==> src/rtl/rs_collapse_queue_pkg.sv <==
// rtl/rs_collapse_queue_pkg.sv - default widths and entry layout for the reservation station
package rs_collapse_queue_pkg;

   localparam int RS_DEPTH   = 4;
   localparam int RS_DATA_W  = 32;
   localparam int RS_TAG_W   = 5;
   localparam int RS_CTRL_W  = 9;
   localparam int RS_NUM_CDB = 4;

   // Packed entry layout (LSB first) as seen by dispatch and the ROB
   localparam int ENT_RDY_LSB  = 0;
   localparam int ENT_VAL_LSB  = ENT_RDY_LSB + 2;
   localparam int ENT_TAG_LSB  = ENT_VAL_LSB + 2*RS_DATA_W;
   localparam int ENT_DEST_LSB = ENT_TAG_LSB + 2*RS_TAG_W;
   localparam int ENT_CTRL_LSB = ENT_DEST_LSB + RS_TAG_W;
   localparam int ENT_W        = ENT_CTRL_LSB + RS_CTRL_W;

   typedef struct packed {
      logic [RS_CTRL_W-1:0]       ctrl;
      logic [RS_TAG_W-1:0]        dest;
      logic [1:0][RS_TAG_W-1:0]   tag;
      logic [1:0][RS_DATA_W-1:0]  val;
      logic [1:0]                 rdy;
   } rs_entry_t;

   function automatic logic [1:0] popcount2(input logic a, input logic b);
      return {a & b, a ^ b};
   endfunction

endpackage

==> src/rtl/rs_collapse_queue_if.sv <==
// rtl/rs_collapse_queue_if.sv - dispatch, CDB and issue bundle of the reservation station
interface rs_collapse_queue_if
   import rs_collapse_queue_pkg::*;
#(
   parameter int DEPTH   = RS_DEPTH,
   parameter int DATA_W  = RS_DATA_W,
   parameter int TAG_W   = RS_TAG_W,
   parameter int CTRL_W  = RS_CTRL_W,
   parameter int NUM_CDB = RS_NUM_CDB
) ();
   localparam int CNT_W = $clog2(DEPTH + 1);

   logic                       flush;
   logic                       alloc_valid;
   logic                       alloc_ready;
   logic [CTRL_W-1:0]          alloc_ctrl;
   logic [TAG_W-1:0]           alloc_dest;
   logic [1:0]                 alloc_src_rdy;
   logic [2*TAG_W-1:0]         alloc_src_tag;
   logic [2*DATA_W-1:0]        alloc_src_val;
   logic [NUM_CDB-1:0]         cdb_valid;
   logic [NUM_CDB*TAG_W-1:0]   cdb_tag;
   logic [NUM_CDB*DATA_W-1:0]  cdb_data;
   logic [1:0]                 iss_valid;
   logic [1:0]                 iss_ready;
   logic [2*DATA_W-1:0]        iss_op1;
   logic [2*DATA_W-1:0]        iss_op2;
   logic [2*TAG_W-1:0]         iss_dest;
   logic [2*CTRL_W-1:0]        iss_ctrl;
   logic [CNT_W-1:0]           count;
   logic                       empty;

   modport master (
      output flush, alloc_valid, alloc_ctrl, alloc_dest, alloc_src_rdy, alloc_src_tag,
             alloc_src_val, cdb_valid, cdb_tag, cdb_data, iss_ready,
      input  alloc_ready, iss_valid, iss_op1, iss_op2, iss_dest, iss_ctrl, count, empty
   );

   modport slave (
      input  flush, alloc_valid, alloc_ctrl, alloc_dest, alloc_src_rdy, alloc_src_tag,
             alloc_src_val, cdb_valid, cdb_tag, cdb_data, iss_ready,
      output alloc_ready, iss_valid, iss_op1, iss_op2, iss_dest, iss_ctrl, count, empty
   );

endinterface

==> src/rtl/rs_collapse_queue_prio_enc.sv <==
// rtl/rs_collapse_queue_prio_enc.sv - lowest-index-first priority encoder
module rs_collapse_queue_prio_enc #(
   parameter int W = 4
) (
   input  logic [W-1:0]         req,
   output logic                 found,
   output logic [$clog2(W)-1:0] idx
);
   localparam int IDX_W = $clog2(W);

   always_comb begin
      found = 1'b0;
      idx   = '0;
      for (int i = W - 1; i >= 0; i--) begin
         if (req[i]) begin
            found = 1'b1;
            idx   = IDX_W'(i);
         end
      end
   end

endmodule

==> src/rtl/rs_collapse_queue.sv <==
// rtl/rs_collapse_queue.sv - age-ordered collapsing reservation station, dual issue
module rs_collapse_queue
   import rs_collapse_queue_pkg::*;
#(
   parameter int DEPTH   = RS_DEPTH,
   parameter int DATA_W  = RS_DATA_W,
   parameter int TAG_W   = RS_TAG_W,
   parameter int CTRL_W  = RS_CTRL_W,
   parameter int NUM_CDB = RS_NUM_CDB
) (
   input logic              clk,
   input logic              rst,
   rs_collapse_queue_if.slave bus
);
   localparam int CNT_W = $clog2(DEPTH + 1);
   localparam int IDX_W = $clog2(DEPTH);

   logic [CTRL_W-1:0]         e_ctrl [DEPTH];
   logic [TAG_W-1:0]          e_dest [DEPTH];
   logic [1:0][TAG_W-1:0]     e_tag  [DEPTH];
   logic [1:0][DATA_W-1:0]    e_val  [DEPTH];
   logic [1:0]                e_rdy  [DEPTH];
   logic [CNT_W-1:0]          cnt;

   logic [DEPTH-1:0]          ready_vec, one_hot0, one_hot1, removed;
   logic [1:0]                pick_found;
   logic [IDX_W-1:0]          pick_idx [2];
   logic [1:0]                nrem;
   logic [1:0]                below  [DEPTH];
   logic [1:0][DATA_W-1:0]    w_val  [DEPTH];
   logic [1:0]                w_rdy  [DEPTH];
   logic [1:0][DATA_W-1:0]    a_val;
   logic [1:0]                a_rdy;
   logic [IDX_W-1:0]          src_idx [DEPTH];
   logic [DEPTH-1:0]          src_ok;
   logic                      alloc_fire;
   logic [CNT_W-1:0]          alloc_slot;

   always_comb begin
      for (int i = 0; i < DEPTH; i++)
         ready_vec[i] = (CNT_W'(i) < cnt) && (e_rdy[i] == 2'b11);
   end

   rs_collapse_queue_prio_enc #(.W(DEPTH)) u_pick0 (
      .req   (ready_vec),
      .found (pick_found[0]),
      .idx   (pick_idx[0])
   );

   rs_collapse_queue_prio_enc #(.W(DEPTH)) u_pick1 (
      .req   (ready_vec & ~one_hot0),
      .found (pick_found[1]),
      .idx   (pick_idx[1])
   );

   always_comb begin
      for (int i = 0; i < DEPTH; i++) begin
         one_hot0[i] = pick_found[0] && (pick_idx[0] == IDX_W'(i));
         one_hot1[i] = pick_found[1] && (pick_idx[1] == IDX_W'(i));
         removed[i]  = (one_hot0[i] && bus.iss_ready[0]) || (one_hot1[i] && bus.iss_ready[1]);
      end
      nrem = popcount2(pick_found[0] && bus.iss_ready[0], pick_found[1] && bus.iss_ready[1]);
   end

   always_comb begin
      bus.iss_valid = pick_found;
      bus.iss_op1   = '0;
      bus.iss_op2   = '0;
      bus.iss_dest  = '0;
      bus.iss_ctrl  = '0;
      for (int p = 0; p < 2; p++) begin
         if (pick_found[p]) begin
            bus.iss_op1[p*DATA_W +: DATA_W] = e_val[pick_idx[p]][0];
            bus.iss_op2[p*DATA_W +: DATA_W] = e_val[pick_idx[p]][1];
            bus.iss_dest[p*TAG_W +: TAG_W]  = e_dest[pick_idx[p]];
            bus.iss_ctrl[p*CTRL_W +: CTRL_W] = e_ctrl[pick_idx[p]];
         end
      end
   end

   // Wakeup: scan channels high to low so the lowest matching channel wins
   always_comb begin
      for (int i = 0; i < DEPTH; i++) begin
         for (int k = 0; k < 2; k++) begin
            w_val[i][k] = e_val[i][k];
            w_rdy[i][k] = e_rdy[i][k];
            if (!e_rdy[i][k]) begin
               for (int c = NUM_CDB - 1; c >= 0; c--) begin
                  if (bus.cdb_valid[c] && (bus.cdb_tag[c*TAG_W +: TAG_W] == e_tag[i][k])) begin
                     w_val[i][k] = bus.cdb_data[c*DATA_W +: DATA_W];
                     w_rdy[i][k] = 1'b1;
                  end
               end
            end
         end
      end
   end

   always_comb begin
      for (int k = 0; k < 2; k++) begin
         a_val[k] = bus.alloc_src_val[k*DATA_W +: DATA_W];
         a_rdy[k] = bus.alloc_src_rdy[k];
         if (!bus.alloc_src_rdy[k]) begin
            for (int c = NUM_CDB - 1; c >= 0; c--) begin
               if (bus.cdb_valid[c] &&
                   (bus.cdb_tag[c*TAG_W +: TAG_W] == bus.alloc_src_tag[k*TAG_W +: TAG_W])) begin
                  a_val[k] = bus.cdb_data[c*DATA_W +: DATA_W];
                  a_rdy[k] = 1'b1;
               end
            end
         end
      end
   end

   // Collapse: survivor i lands in slot i - (removed slots below i)
   always_comb begin
      logic [1:0] acc;
      acc = 2'd0;
      for (int i = 0; i < DEPTH; i++) begin
         below[i] = acc;
         acc      = acc + {1'b0, removed[i]};
      end
      for (int j = 0; j < DEPTH; j++) begin
         src_ok[j]  = 1'b0;
         src_idx[j] = '0;
         for (int i = 0; i < DEPTH; i++) begin
            if (!removed[i] && (CNT_W'(i) < cnt) && ((i - int'(below[i])) == j)) begin
               src_ok[j]  = 1'b1;
               src_idx[j] = IDX_W'(i);
            end
         end
      end
   end

   assign alloc_fire      = bus.alloc_valid && bus.alloc_ready;
   assign alloc_slot      = cnt - CNT_W'(nrem);
   assign bus.alloc_ready = (cnt < CNT_W'(DEPTH));
   assign bus.count       = cnt;
   assign bus.empty       = (cnt == '0);

   always_ff @(posedge clk) begin
      if (rst) begin
         cnt <= '0;
         for (int j = 0; j < DEPTH; j++) begin
            e_ctrl[j] <= '0;
            e_dest[j] <= '0;
            e_tag[j]  <= '0;
            e_val[j]  <= '0;
            e_rdy[j]  <= 2'b00;
         end
      end else if (bus.flush) begin
         cnt <= '0;
         for (int j = 0; j < DEPTH; j++)
            e_rdy[j] <= 2'b00;
      end else begin
         cnt <= cnt - CNT_W'(nrem) + CNT_W'(alloc_fire);
         for (int j = 0; j < DEPTH; j++) begin
            if (src_ok[j]) begin
               e_ctrl[j] <= e_ctrl[src_idx[j]];
               e_dest[j] <= e_dest[src_idx[j]];
               e_tag[j]  <= e_tag[src_idx[j]];
               e_val[j]  <= w_val[src_idx[j]];
               e_rdy[j]  <= w_rdy[src_idx[j]];
            end else if (alloc_fire && (alloc_slot == CNT_W'(j))) begin
               e_ctrl[j] <= bus.alloc_ctrl;
               e_dest[j] <= bus.alloc_dest;
               e_tag[j]  <= bus.alloc_src_tag;
               e_val[j]  <= a_val;
               e_rdy[j]  <= a_rdy;
            end else begin
               e_rdy[j]  <= 2'b00;
            end
         end
      end
   end

endmodule

==> src/flat_wrapper.sv <==
// flat-port wrapper written by rule: the top's interface ports become plain ports
module rs_collapse_queue_flat import rs_collapse_queue_pkg::*;
#(
   parameter int DEPTH   = RS_DEPTH,
   parameter int DATA_W  = RS_DATA_W,
   parameter int TAG_W   = RS_TAG_W,
   parameter int CTRL_W  = RS_CTRL_W,
   parameter int NUM_CDB = RS_NUM_CDB
)
  (clk, rst, bus_flush, bus_alloc_valid, bus_alloc_ctrl, bus_alloc_dest, bus_alloc_src_rdy, bus_alloc_src_tag, bus_alloc_src_val, bus_cdb_valid, bus_cdb_tag, bus_cdb_data, bus_iss_ready, bus_alloc_ready, bus_iss_valid, bus_iss_op1, bus_iss_op2, bus_iss_dest, bus_iss_ctrl, bus_count, bus_empty);
  rs_collapse_queue_if #(.DEPTH(DEPTH), .DATA_W(DATA_W), .TAG_W(TAG_W), .CTRL_W(CTRL_W), .NUM_CDB(NUM_CDB)) bus_i ();
  input logic clk;
  input logic rst;
  input wire logic [$bits(bus_i.flush)-1:0] bus_flush;
  input wire logic [$bits(bus_i.alloc_valid)-1:0] bus_alloc_valid;
  input wire logic [$bits(bus_i.alloc_ctrl)-1:0] bus_alloc_ctrl;
  input wire logic [$bits(bus_i.alloc_dest)-1:0] bus_alloc_dest;
  input wire logic [$bits(bus_i.alloc_src_rdy)-1:0] bus_alloc_src_rdy;
  input wire logic [$bits(bus_i.alloc_src_tag)-1:0] bus_alloc_src_tag;
  input wire logic [$bits(bus_i.alloc_src_val)-1:0] bus_alloc_src_val;
  input wire logic [$bits(bus_i.cdb_valid)-1:0] bus_cdb_valid;
  input wire logic [$bits(bus_i.cdb_tag)-1:0] bus_cdb_tag;
  input wire logic [$bits(bus_i.cdb_data)-1:0] bus_cdb_data;
  input wire logic [$bits(bus_i.iss_ready)-1:0] bus_iss_ready;
  output wire logic [$bits(bus_i.alloc_ready)-1:0] bus_alloc_ready;
  output wire logic [$bits(bus_i.iss_valid)-1:0] bus_iss_valid;
  output wire logic [$bits(bus_i.iss_op1)-1:0] bus_iss_op1;
  output wire logic [$bits(bus_i.iss_op2)-1:0] bus_iss_op2;
  output wire logic [$bits(bus_i.iss_dest)-1:0] bus_iss_dest;
  output wire logic [$bits(bus_i.iss_ctrl)-1:0] bus_iss_ctrl;
  output wire logic [$bits(bus_i.count)-1:0] bus_count;
  output wire logic [$bits(bus_i.empty)-1:0] bus_empty;
  assign bus_i.flush = bus_flush;
  assign bus_i.alloc_valid = bus_alloc_valid;
  assign bus_i.alloc_ctrl = bus_alloc_ctrl;
  assign bus_i.alloc_dest = bus_alloc_dest;
  assign bus_i.alloc_src_rdy = bus_alloc_src_rdy;
  assign bus_i.alloc_src_tag = bus_alloc_src_tag;
  assign bus_i.alloc_src_val = bus_alloc_src_val;
  assign bus_i.cdb_valid = bus_cdb_valid;
  assign bus_i.cdb_tag = bus_cdb_tag;
  assign bus_i.cdb_data = bus_cdb_data;
  assign bus_i.iss_ready = bus_iss_ready;
  assign bus_alloc_ready = bus_i.alloc_ready;
  assign bus_iss_valid = bus_i.iss_valid;
  assign bus_iss_op1 = bus_i.iss_op1;
  assign bus_iss_op2 = bus_i.iss_op2;
  assign bus_iss_dest = bus_i.iss_dest;
  assign bus_iss_ctrl = bus_i.iss_ctrl;
  assign bus_count = bus_i.count;
  assign bus_empty = bus_i.empty;
  rs_collapse_queue #(.DEPTH(DEPTH), .DATA_W(DATA_W), .TAG_W(TAG_W), .CTRL_W(CTRL_W), .NUM_CDB(NUM_CDB)) u_core (.clk(clk), .rst(rst), .bus(bus_i));
endmodule
==> config.mk <==
export PLATFORM = sky130hd
export DESIGN_NAME = rs_collapse_queue_flat
export DESIGN_NICKNAME = d
export VERILOG_FILES = /design/src/rtl/rs_collapse_queue_pkg.sv /design/src/rtl/rs_collapse_queue_if.sv /design/src/rtl/rs_collapse_queue_prio_enc.sv /design/src/rtl/rs_collapse_queue.sv /design/src/flat_wrapper.sv
export SDC_FILE = /design/constraint.sdc
export NUM_CORES = 2
export LEC_CHECK = 0
export CORE_ASPECT_RATIO = 0.5
export CORE_MARGIN = 8
export CORE_UTILIZATION = 23
export CTS_BUF_LIST = sky130_fd_sc_hd__clkbuf_4 sky130_fd_sc_hd__clkbuf_8
export DETAILED_ROUTE_END_ITERATION = 7
export PLACE_DENSITY = 0.46
export SYNTH_ARGS = -nofsm -noshare
export SYNTH_HDL_FRONTEND = slang
export SYNTH_SLANG_ARGS = --single-unit
==> constraint.sdc <==
create_clock -name clk -period 10.22 [get_ports clk]
set_clock_uncertainty 0.05 [all_clocks]
set_input_delay 2.555 -clock clk [delete_from_list [all_inputs] [get_ports clk]]
set_output_delay 2.555 -clock clk [all_outputs]
set_load 0.01 [all_outputs]
==> results.sh <==
export IMPL_netlist_area_leader_share_pct=24.88
export IMPL_critPathMaxStageDelay_ps=1000
export IMPL_drtIter0Drc=10950
export IMPL_grt_start_max_net_pins=129
export IMPL_crit_path_end_kind="primary output"
export IMPL_syn2layout_area_growth_pct=18.05
export IMPL_hold_buffers=0
export IMPL_fin_crit_sh_pct=83.57
export IMPL_seq_area_sq_mm=0.01087
export IMPL_tightestPinTransition_ps=1531
export IMPL_synth_edf_count=360
export IMPL_final_util_pct=27.42
export IMPL_startpoint_type="flop"
export IMPL_ys_ff_latch=363
export IMPL_finalNetCount=5969
export IMPL_timing_max_slew_rel_slack_pct=-2.353
export IMPL_worstHoldPathType="flop to flop"
export IMPL_fp_row_count=112
export IMPL_synthFlopType="edfxtp_1"
export IMPL_grt_pass1_vias=52100
export IMPL_status="complete, but fails checks"
export IMPL_cts_inserted_buffers=75
export IMPL_async_flop_share_pct=0
export IMPL_finalMaxSlewViolations=11
export IMPL_track_usage_pct=31.05
export IMPL_critPathMaxFanout=46
export IMPL_die_x_um=630.7
export IMPL_n_fill_cell=20380
export IMPL_layout_drive_gt1_share_pct=10.24
export IMPL_crit_type="flop to primary output"
export IMPL_grt_overflow=0
export IMPL_syn_area_per_cell_sq_um=7.538
export IMPL_gp_congestion=1.029
export IMPL_cellLeakagePower_nw=16.48
export IMPL_wl_per_cell_um=40.57
export IMPL_cts_path_max_buffers=3
export IMPL_final_hold_violation_count=0
export IMPL_peakVddDrop_uv=76.10
export IMPL_num_vias=57210
export IMPL_drc=64
export IMPL_final_setup_viol_count=0
export IMPL_design_die_area_sq_mm=0.2040
export IMPL_synth_cells=5765
export IMPL_dp_hpwl_um=212800
export IMPL_worstPathRequired_ps=7620
export IMPL_p_per_area_mw_per_mm2=101.7
export IMPL_wl_um=337200
export IMPL_fmax_mhz=117.1
export IMPL_cap_violations=1
export IMPL_rsz0062_at_grt="false"
export IMPL_ant_nets=0
export IMPL_path_cells="o211ai_1, nand2_1, nor2_1, a21oi_1, o21a_4, buf_4, nand2_1, a311oi_1, clkdlybuf4s50_1"
export IMPL_ys_types=96
export IMPL_ioPinCount=411
export IMPL_yosysSeqAreaShare_pct=25.01
export IMPL_clk_pin_slew_ps=70
export IMPL_yosysTopAreaCell="edfxtp_1"
export IMPL_multi_input_comb_area_sq_mm=0.02958
export IMPL_tritoncts="done"
export IMPL_cts_root_buffer="clkbuf_8"
export IMPL_h_tree_depth=3
export IMPL_clkSinkCount=363
export IMPL_initial_core_util_pct=23.23
export IMPL_port_buffers=410
export IMPL_viasPerCell=6.882
export IMPL_totalNegativeSetupSlack_ps=0
export IMPL_yosysWarnings=0
export IMPL_violations="design-rule violations, max-capacitance violations, max-slew violations"
export IMPL_die_h_um=323.4
export IMPL_cp_slowest_cell="a311oi_1"
export IMPL_post_route_min_period_ps=8541
export IMPL_coreArea_sq_mm=0.1871
export IMPL_cts_resized=0
export IMPL_drtPass1Iterations=8
export IMPL_cts_setup_buffers=0
export IMPL_insertion_delay_ps=860
export IMPL_path_common_cell="nand2_1"
export IMPL_arrival_ps=5940
export IMPL_antenna_found_initial=42
export IMPL_synthTopCellsByArea="edfxtp_1, a21oi_1, nand2_1, o21ai_0, clkbuf_1"
export IMPL_grt_pass1_wl_um=449300
export IMPL_syn_cell_area_sq_mm=0.04346
-- Yosys cell counts, drive strengths merged, types with 14 or more instances --
cell type	instances
a211oi	128
mux4	78
a311o	42
nand3	181
a22oi	64
buf	202
edfxtp	360
nand4	23
o311ai	14
a21o	80
nor3	174
and3	56
a221o	29
clkbuf	582
xor2	84
o22a	39
xnor2	120
inv	44
a211o	59
o221ai	49
and2	103
a31oi	68
o21a	33
a21oi	493
mux2i	139
or2	14
o22ai	251
o21ai	480
nor4	49
o211ai	22
or3	31
nor2	420
nand2	652
a31o	39
nand2b	40
a221oi	48
a22o	73
o31ai	54
a311oi	189
a2bb2oi	21
-- metrics by stage --
stage / power (mW) / std cells / area, sq um / worst slack (ps) / hold slack [ps]
3_5_place_dp: 3.402 / 8146 / 49770 / 2729 / 600.2
6_report: 5.219 / 8312 / 51300 / 1679 / 617.4
5_1_grt: 5.257 / 8293 / 51260 / 1480 / 652.5
2_1_floorplan: 2.658 / 5772 / 43480 / 631.7 / 561.0
3_3_place_gp: 3.404 / 8146 / 49770 / 2708 / 602.1
4_1_cts: 5.069 / 8279 / 51220 / 1865 / 614.1
-- sequential cells by signal (all words and copies together), names as in the netlist --
name              flops
u_core.e_rdy          8
u_core.e_tag         40
u_core.e_dest        20
u_core.e_val        256
u_core.bus.count      3
u_core.e_ctrl        36
-- placed cells by master, fill, tap and decap left out, types with 120 or more instances in the layout --
| master | Yosys | layout |
|---|---|---|
| edfxtp_1 | 360 | 360 |
| nand3_1 | 181 | 179 |
| a311oi_1 | 189 | 189 |
| o22ai_1 | 251 | 251 |
| o21ai_0 | 460 | 459 |
| a21oi_1 | 491 | 488 |
| xnor2_1 | 120 | 120 |
| nand2_1 | 651 | 647 |
| buf_4 | 20 | 231 |
| nor3_1 | 172 | 171 |
| a211oi_1 | 125 | 125 |
| nor2_1 | 415 | 395 |
| mux2i_1 | 139 | 139 |
| clkdlybuf4s50_1 | 0 | 408 |
-- critical path, delay by kind of cell (launching register included) --
kind            cells  cell delay (ps)
buf+inv             2             1260
simple gates        3              420
flops               1              710
compound gates      4             2630
-- report_power, final --
part           switching (mW)  internal, mW
Sequential              0.126          1.73
Clock                   0.900         0.816
Combinational            1.14         0.503
-- cells by family after synthesis --
kind of cell | count (synthesis) | share of synthesized area (%)
multiplexers | 228 | 7.529
XOR/XNOR | 204 | 4.111
adder cells (fa/ha/maj) | 6 | 0.1900
flip-flops | 363 | 25.01
buffers and inverters | 829 | 7.880
AO/OA/AOI/OAI | 2347 | 36.35
AND/OR/NAND/NOR | 1787 | 18.92
other | 1 | 0.008629
-- layer usage --
layer  up-vias  part of all wire, %  GRT usage [%]
met5         -                0.048         0.5091
met4        22                   10          25.64
met3      1677                   16          14.67
met2      5794                   38          42.23
met1     27730                   35          36.81
li1      21980                    -              -
-- worst paths after layout --
kind,start,slack [ps],endpoint,cells past startpoint
worst min-delay path,u_core.e_dest[1][4]$_SDFFCE_PN0P_,620,u_core.e_dest[0][4]$_SDFFCE_PN0P_,2
worst min register to register,u_core.e_dest[1][4]$_SDFFCE_PN0P_,620,u_core.e_dest[0][4]$_SDFFCE_PN0P_,2
worst max register to register,u_core.e_rdy[2][0]$_DFFE_PP_,3770,u_core.e_val[1][30]$_SDFFCE_PN0P_,16
worst max-delay path,u_core.bus.count[2]$_SDFF_PP0_,1680,bus_iss_op2[63],9
-- final cells by class --
type,instances,share of cell area (%)
flip-flops and latches,363,21.19
diodes,33,0.1610
clock buffers,99,2.388
clock inverters,34,0.4390
well taps,2508,6.116
repair buffers,650,11.71
multi-input cells,4580,57.66
inverters,45,0.3341
Note: power is estimated with default switching activity, not from simulation.
